--- config.mk ---
export PLATFORM = sky130hd
export DESIGN_NAME = instr_sequencer
export DESIGN_NICKNAME = d
export VERILOG_FILES = /design/src/rtl/instr_sequencer_pkg.sv /design/src/rtl/instr_sequencer_timestep_counter.sv /design/src/rtl/instr_sequencer.sv
export SDC_FILE = /design/constraint.sdc
export NUM_CORES = 1
export LEC_CHECK = 0
export ABC_AREA = 0
export BUFFER_PORTS_ARGS = -buffer_cell sky130_fd_sc_hd__buf_2
export CAP_MARGIN = 20
export CORE_UTILIZATION = 50
export CTS_BUF_LIST = sky130_fd_sc_hd__clkbuf_16
export DETAILED_ROUTE_END_ITERATION = 10
export PLACE_DENSITY = 0.83
export SETUP_SLACK_MARGIN = 0.3
export SLEW_MARGIN = 20
export SYNTH_ARGS = -nofsm -noshare
export SYNTH_HDL_FRONTEND = slang
export SYNTH_HIERARCHICAL = 1
export SYNTH_SLANG_ARGS = --single-unit
--- constraint.sdc ---
create_clock -name clk -period 2.4 [get_ports clk]
set_input_delay 0.24 -clock clk [delete_from_list [all_inputs] [get_ports clk]]
set_output_delay 0.24 -clock clk [all_outputs]
set_load 0.005 [all_outputs]
--- src/rtl/instr_sequencer_pkg.sv ---
// Shared types and constants for the instruction sequencer, its timestep
// counter, and the memory/controller wrappers.
package seq_pkg;

  localparam int unsigned SEQ_ADDR_W = 6;
  localparam int unsigned SEQ_DATA_W = 10;
  localparam int unsigned TS_W       = 2;

  localparam logic [TS_W-1:0] TS_START = 2'b00;

  typedef enum logic [1:0] {
    IDLE  = 2'd0,
    FETCH = 2'd1,
    WAIT  = 2'd2,
    EXEC  = 2'd3
  } seq_state_t;

endpackage

--- src/rtl/instr_sequencer_timestep_counter.sv ---
// Wrapping timestep counter with synchronous clear taking priority over enable.
module timestep_counter
  import seq_pkg::*;
(
  input  logic            clk,
  input  logic            rst_n,
  input  logic            clear,
  input  logic            enable,
  output logic [TS_W-1:0] count
);

  always_ff @(posedge clk or negedge rst_n) begin
    if (!rst_n) begin
      count <= TS_START;
    end else if (clear) begin
      count <= TS_START;
    end else if (enable) begin
      count <= count + TS_W'(1);
    end
  end

endmodule

--- src/rtl/instr_sequencer.sv ---
// Fetches program words in order, presents them to the controller on data_o
// and owns the timestep, stalling it while the next word is refilled.
module instr_sequencer
  import seq_pkg::*;
#(
  parameter int unsigned ADDR_W = SEQ_ADDR_W,
  parameter int unsigned DATA_W = SEQ_DATA_W
) (
  input  logic              clk,
  input  logic              rst_n,
  input  logic              run,
  input  logic              step,
  input  logic              pc_load,
  input  logic [ADDR_W-1:0] pc_load_val,
  output logic [ADDR_W-1:0] mem_addr,
  output logic              mem_rd_en,
  input  logic [DATA_W-1:0] mem_rdata,
  input  logic              ext,
  input  logic              clr,
  output logic [TS_W-1:0]   timestep,
  output logic [DATA_W-1:0] data_o,
  output logic              busy,
  output logic              instr_done
);

  seq_state_t        state;
  seq_state_t        next_state;
  logic [ADDR_W-1:0] pc;
  logic              single_q;
  logic              stop_c;
  logic              in_idle_c;
  logic              in_exec_c;
  logic              done_c;
  logic              start_c;

  assign in_idle_c = (state == IDLE);
  assign in_exec_c = (state == EXEC);
  assign stop_c    = single_q | ~run;
  assign done_c    = in_exec_c & clr;
  assign start_c   = in_idle_c & (run | step);
  assign mem_addr  = pc;

  // State register
  always_ff @(posedge clk or negedge rst_n) begin
    if (!rst_n) begin
      state <= IDLE;
    end else begin
      state <= next_state;
    end
  end

  // Next state: stop at the clr boundary takes priority over a refill on ext
  always_comb begin
    next_state = state;
    case (state)
      IDLE: begin
        if (run || step) begin
          next_state = FETCH;
        end
      end
      FETCH: next_state = WAIT;
      WAIT:  next_state = EXEC;
      EXEC: begin
        if (clr && stop_c) begin
          next_state = IDLE;
        end else if (ext) begin
          next_state = FETCH;
        end
      end
      default: next_state = IDLE;
    endcase
  end

  // Program counter: preload only while idle, advance on each consumed word
  always_ff @(posedge clk or negedge rst_n) begin
    if (!rst_n) begin
      pc <= '0;
    end else if (in_idle_c && pc_load) begin
      pc <= pc_load_val;
    end else if (in_exec_c && ext) begin
      pc <= pc + ADDR_W'(1);
    end
  end

  // Single-step flag lives from the step launch to the instruction's clr
  always_ff @(posedge clk or negedge rst_n) begin
    if (!rst_n) begin
      single_q <= 1'b0;
    end else if (start_c) begin
      single_q <= ~run;
    end else if (done_c && stop_c) begin
      single_q <= 1'b0;
    end
  end

  always_ff @(posedge clk or negedge rst_n) begin
    if (!rst_n) begin
      data_o <= '0;
    end else if (state == WAIT) begin
      data_o <= mem_rdata;
    end
  end

  // Registered status/strobe outputs track the state being entered
  always_ff @(posedge clk or negedge rst_n) begin
    if (!rst_n) begin
      busy       <= 1'b0;
      mem_rd_en  <= 1'b0;
      instr_done <= 1'b0;
    end else begin
      busy       <= (next_state != IDLE);
      mem_rd_en  <= (next_state == FETCH);
      instr_done <= done_c;
    end
  end

  // clr is only honoured in EXEC so stray pulses during a refill cannot rewind it
  timestep_counter u_timestep (
    .clk    (clk),
    .rst_n  (rst_n),
    .clear  (in_idle_c | done_c),
    .enable (in_exec_c),
    .count  (timestep)
  );

endmodule

# Word level (Yosys, flattened, before mapping)
# Cells that the tools add are included.
# W data, S select, Z words.
[classes]
n_reduce_logical = 10
n_div = 0
bitwise_logic = 6
add_sub_neg = 2
mux = 10
n_eq_ne = 4
multipliers = 0
n_lt_le_gt_ge = 0
shift = 0
[op_table]
columns = ["op", "count"]
rows = [
  ["$mux W6", 2],
  ["$mux W2", 5],
  ["$pmux W2 S4", 1],
  ["$reduce_bool A2 Y1", 4],
  ["$add A6 B1 Y6 const B", 1],
  ["$eq A2 B1 Y1 const B", 2],
  ["$eq A2 B2 Y1 const B", 2],
  ["$logic_and A1 B1 Y1", 4],
  ["$or A1 B1 Y1", 3],
  ["$add A2 B1 Y2 const B", 1],
  ["$and A1 B1 Y1", 2],
  ["$logic_not A2 Y1", 1],
  ["$mux W1", 2],
  ["$logic_or A1 B1 Y1", 1],
  ["$not A1 Y1", 1],
]
[totals]
mem_count = 0
wordCells = 40
latch_bits = 0
ramBits = 0
input_bits = 23
out_inout_bits = 21
rom_bits = 0
reg_bits = 24

# Longest topological paths before layout
[depth]
ltp_word = 6
mapped_depth = 6
mapped_depth_nobuf = 5

# Hierarchy
# Netlist, hierarchy kept.
[modules_own_cells]
columns = ["mod", "n_inst", "area_each_um2", "cells_each", "seq_area_each_um2"]
rows = [
  ["instr_sequencer", 1, 965.9, 84, 550.5],
  ["timestep_counter", 1, 88.8, 7, 50.0],
]

# Least setup slack after synthesis
# No wires, ideal clock.
[synth_timing]
path_type = "reg2reg"
startpoint = "reg state[0]"
endpoint = "reg pc[1], in the netlist mem_addr[1]"
path_stages_with_launch = 7
path_buffers = 2
setup_time_ps = 126
arrival_ps = 1066
slack_ps = 1208
period_less_slack_ps = 1192
t_required_ps = 2274
cell_sequence = "dfrtp_1 buf_4 nor2_1 nand2_1 buf_2 nor2_1 a21oi_1"
[synth_via]
elab_chain_cells = 3
elab_cells_between_ends = 6
cone_classes = "eq/ne (1); mux (1); reduce/logical (4)"
[synth_lines]
columns = ["element", "line", "rtl"]
rows = [
  ["from (decl)", "instr_sequencer.sv:26", "seq_state_t state;"],
  ["from (signal assigned)", "instr_sequencer.sv:48", "state <= next_state;"],
  ["$eq A2 B2 Y1 or $logic_not A2 Y1 (tied branches)", "instr_sequencer.sv:37, instr_sequencer.sv:36", ""],
  ["$logic_and A1 B1 Y1 (on tied branches)", "instr_sequencer.sv:80, instr_sequencer.sv:78", ""],
  ["$reduce_bool A2 Y1 (no source line) or $mux W6 (tied branches)", "-", ""],
  ["to (signal assigned)", "instr_sequencer.sv:79", "pc <= pc_load_val;"],
  ["to (signal assigned)", "instr_sequencer.sv:81", "pc <= pc + ADDR_W'(1);"],
  ["to (decl)", "instr_sequencer.sv:28", "logic [ADDR_W-1:0] pc;"],
]
# Several ways; a longest one is shown, not always the timed one.
# A chain may end at the register's enable or synchronous reset.

# Worst setup path after layout
[layout_timing]
startpoint = "reg state[0]"
endpoint = "reg pc[0], in the netlist mem_addr[0]"
# Same word-level chain as after synthesis.

==> run metrics <==
status=finished clean; FF-to-FF path depth=4; antenna fix cells=0; clk_skew=1.86 ps; dominant combinational cell family by area after synthesis=simple AND/OR/NAND/NOR gates; Worst VDD drop=0.000769 V; synth warn=6; reg2reg end=mem_addr[0]; syn avg cell area=11.6 um^2; R2R Setup Slk=970 ps; commonest non-fill, non-tap cell in the layout=buf_2; first-pass GRT wire length=2860 um; mux cell area share after synthesis=11.6%; worst setup path endpoint=mem_addr[0]; vias in the first global route=711; Initial DRC Count=7; final design utilization=69.4%; DRT Pass-1 Iters=4; RSZ-0062 raised after global routing=false; grt ovf=0; top sig layer=met4; Worst setup EP type=register; Num CTS Buffers=3; Post-Synthesis Net Count=115; CTS tree=done; gr usage total=18.3%; worst min-delay path class=input pin to register; root buf cell=clkbuf_16; FF+latch count, synth=24; Post-DRT Antenna Nets=0; CTS H-tree lvls=1; final hold violation count=0; clk sinks=24; Hold Slack=203 ps; HPWL after detailed placement=1490 um; leak pwr=0.678 nW; WP data arrival=1550 ps; Post-Synth Simple-Gate Area=13.5%; Avg Vias per Cell=5.02; initial antenna violation count=0; M1 wire length=856 um; wire per inst=12.3 um; Power Dens Cells=1310 nW/um^2; Die X=47.9 um; XOR/XNOR Fraction of Synth Area=4.98%; Slew @ Worst Pin=512 ps; deepest clock path buffer count=2; final instance area=1380 um^2; IO Pins=44; final slew viol count=0; synth-to-layout area growth=30.5%; Final Routed Wirelength=2000 um; Std-Cell Rows=16; WL met3=134 um; die area=2300 um^2; min Tclk post-route=1430 ps; Starting Density=53.2%; DP Area=1290 um^2; sequential fraction of the synthesis area=56.9%; GP Congestion=0.680; Synth cell types=27; Tcrit/Tclk final=59.6%; DRC=0; Setup Viol. Count Final=0; largest net degree at the start of global routing=25; Slew HR=65.9%; commonest non-fill, non-tap cells in the layout=buf_2 (43), dfrtp_1 (24), nor2_1 (11); dpl cells=159; Fmax=699 MHz; Total Nets Final=162; Crit Reg-Reg Startpoint=state[0]; via count=818; adder-cell share of the synthesized area=1.19%; port bufs=43; metal2 WL=999 um; Crit path required time=2520 ps; startpoint types=register; crit path from=state[0]; Die Y=47.9 um; Post-Syn Area=1050 um^2; Clk Latency, worst-skew pair=250 ps; area fraction in compound gates after synthesis=9.13%; CTS resizes=0; Crit Path Class=register to register; Syn Inst Count=91; Setup TNS=0 ps; max_cap viols=0; worst-path maximum fanout=12; Clock transition at path regs=60 ps; final cell count without fillers=163; Core Area=1980 um^2; share of layout cells above drive strength 1=44.9%
-- cell usage after synthesis (all sizes together) --
| cell type | count | area (um^2) |
|---|---|---|
| inv | 4 | 15.0 |
| nand2 | 8 | 30.0 |
| nor3 | 1 | 10.0 |
| mux2i | 1 | 10.0 |
| or2 | 1 | 6.26 |
| and2 | 1 | 6.26 |
| a221oi | 1 | 8.76 |
| a21bo | 1 | 10.0 |
| ha | 1 | 12.5 |
| mux2 | 10 | 113 |
| o21bai | 2 | 15.0 |
| nand3 | 1 | 5.00 |
| xnor2 | 4 | 35.0 |
| nand3b | 1 | 7.51 |
| buf | 2 | 12.5 |
| a21oi | 9 | 48.8 |
| and3 | 1 | 6.26 |
| nand2b | 1 | 6.26 |
| a32oi | 1 | 8.76 |
| nand4 | 1 | 12.5 |
| o21ai | 1 | 5.00 |
| xor2 | 2 | 17.5 |
| nor2 | 12 | 52.6 |
| dfrtp | 24 | 601 |
-- how the worst min path moves through the flow --
| stage | startpoint | to | slack (ps) | depth (start not counted) |
|---|---|---|---|---|
| 2_1_floorplan | rst_n | busy | -60 | 0 |
| 3_3_place_gp | rst_n | data_o[9] | 240 | 1 |
| 3_5_place_dp | rst_n | data_o[9] | 250 | 1 |
| 4_1_cts | run | single_q | 200 | 2 |
| 5_1_grt | run | single_q | 220 | 2 |
| 6_report | run | single_q | 200 | 2 |
-- critical path: stages (launching register included) --
cell	delay, ps
dfrtp_1	480
nor2_1	280
nand2_1	300
nor2_1	170
a21oi_1	60
-- state kept, by name, indices dropped and copies added, names as in the netlist --
| register | count |
|---|---|
| data_o | 10 |
| mem_addr | 6 |
| state | 2 |
| u_timestep/count | 2 |
| busy | 1 |
| instr_done | 1 |
| mem_rd_en | 1 |
| single_q | 1 |
-- report_power, final --
group          total, W  switching (W)  internal, W
Sequential     0.000749       0.000146     0.000603
Clock          0.000344       0.000124     0.000220
Combinational  0.000714       0.000326     0.000388
-- kinds of logic after synthesis --
kind of cell    Yosys count
mux                      11
fa+ha+maj                 1
simple gates             28
xor+xnor                  6
flops                    24
compound gates           15
buf+inv                   6
-- cell type report --
type | instances | area (um^2)
fill | 155 | 606
sequential | 24 | 601
multi-input combinational | 61 | 427
timing repair buffer | 44 | 225
clock buffer | 3 | 75.1
tap | 27 | 33.8
inverter | 4 | 15.0
-- layer usage --
| layer | vias to the layer above | track usage (%) |
|---|---|---|
| met1 | 382 | 20.6 |
| met5 | - | 0 |
| met3 | 2 | 3.02 |
| met4 | 0 | 7.78 |
| met2 | 35 | 33.5 |
| li1 | 399 | - |
-- per-stage QoR --
step           worst slack (ps)  power (W)
6_report                    970    0.00181
3_5_place_dp               1010    0.00148
4_1_cts                     981    0.00183
5_1_grt                     839    0.00197
2_1_floorplan              1210    0.00121
3_3_place_gp               1090    0.00143
-- timing repair --
action	CTS	global route
hold endpoints to repair	24	0
hold buffers	1	0
buffers inserted	0	0
Power figures use the tool's default switching activity.
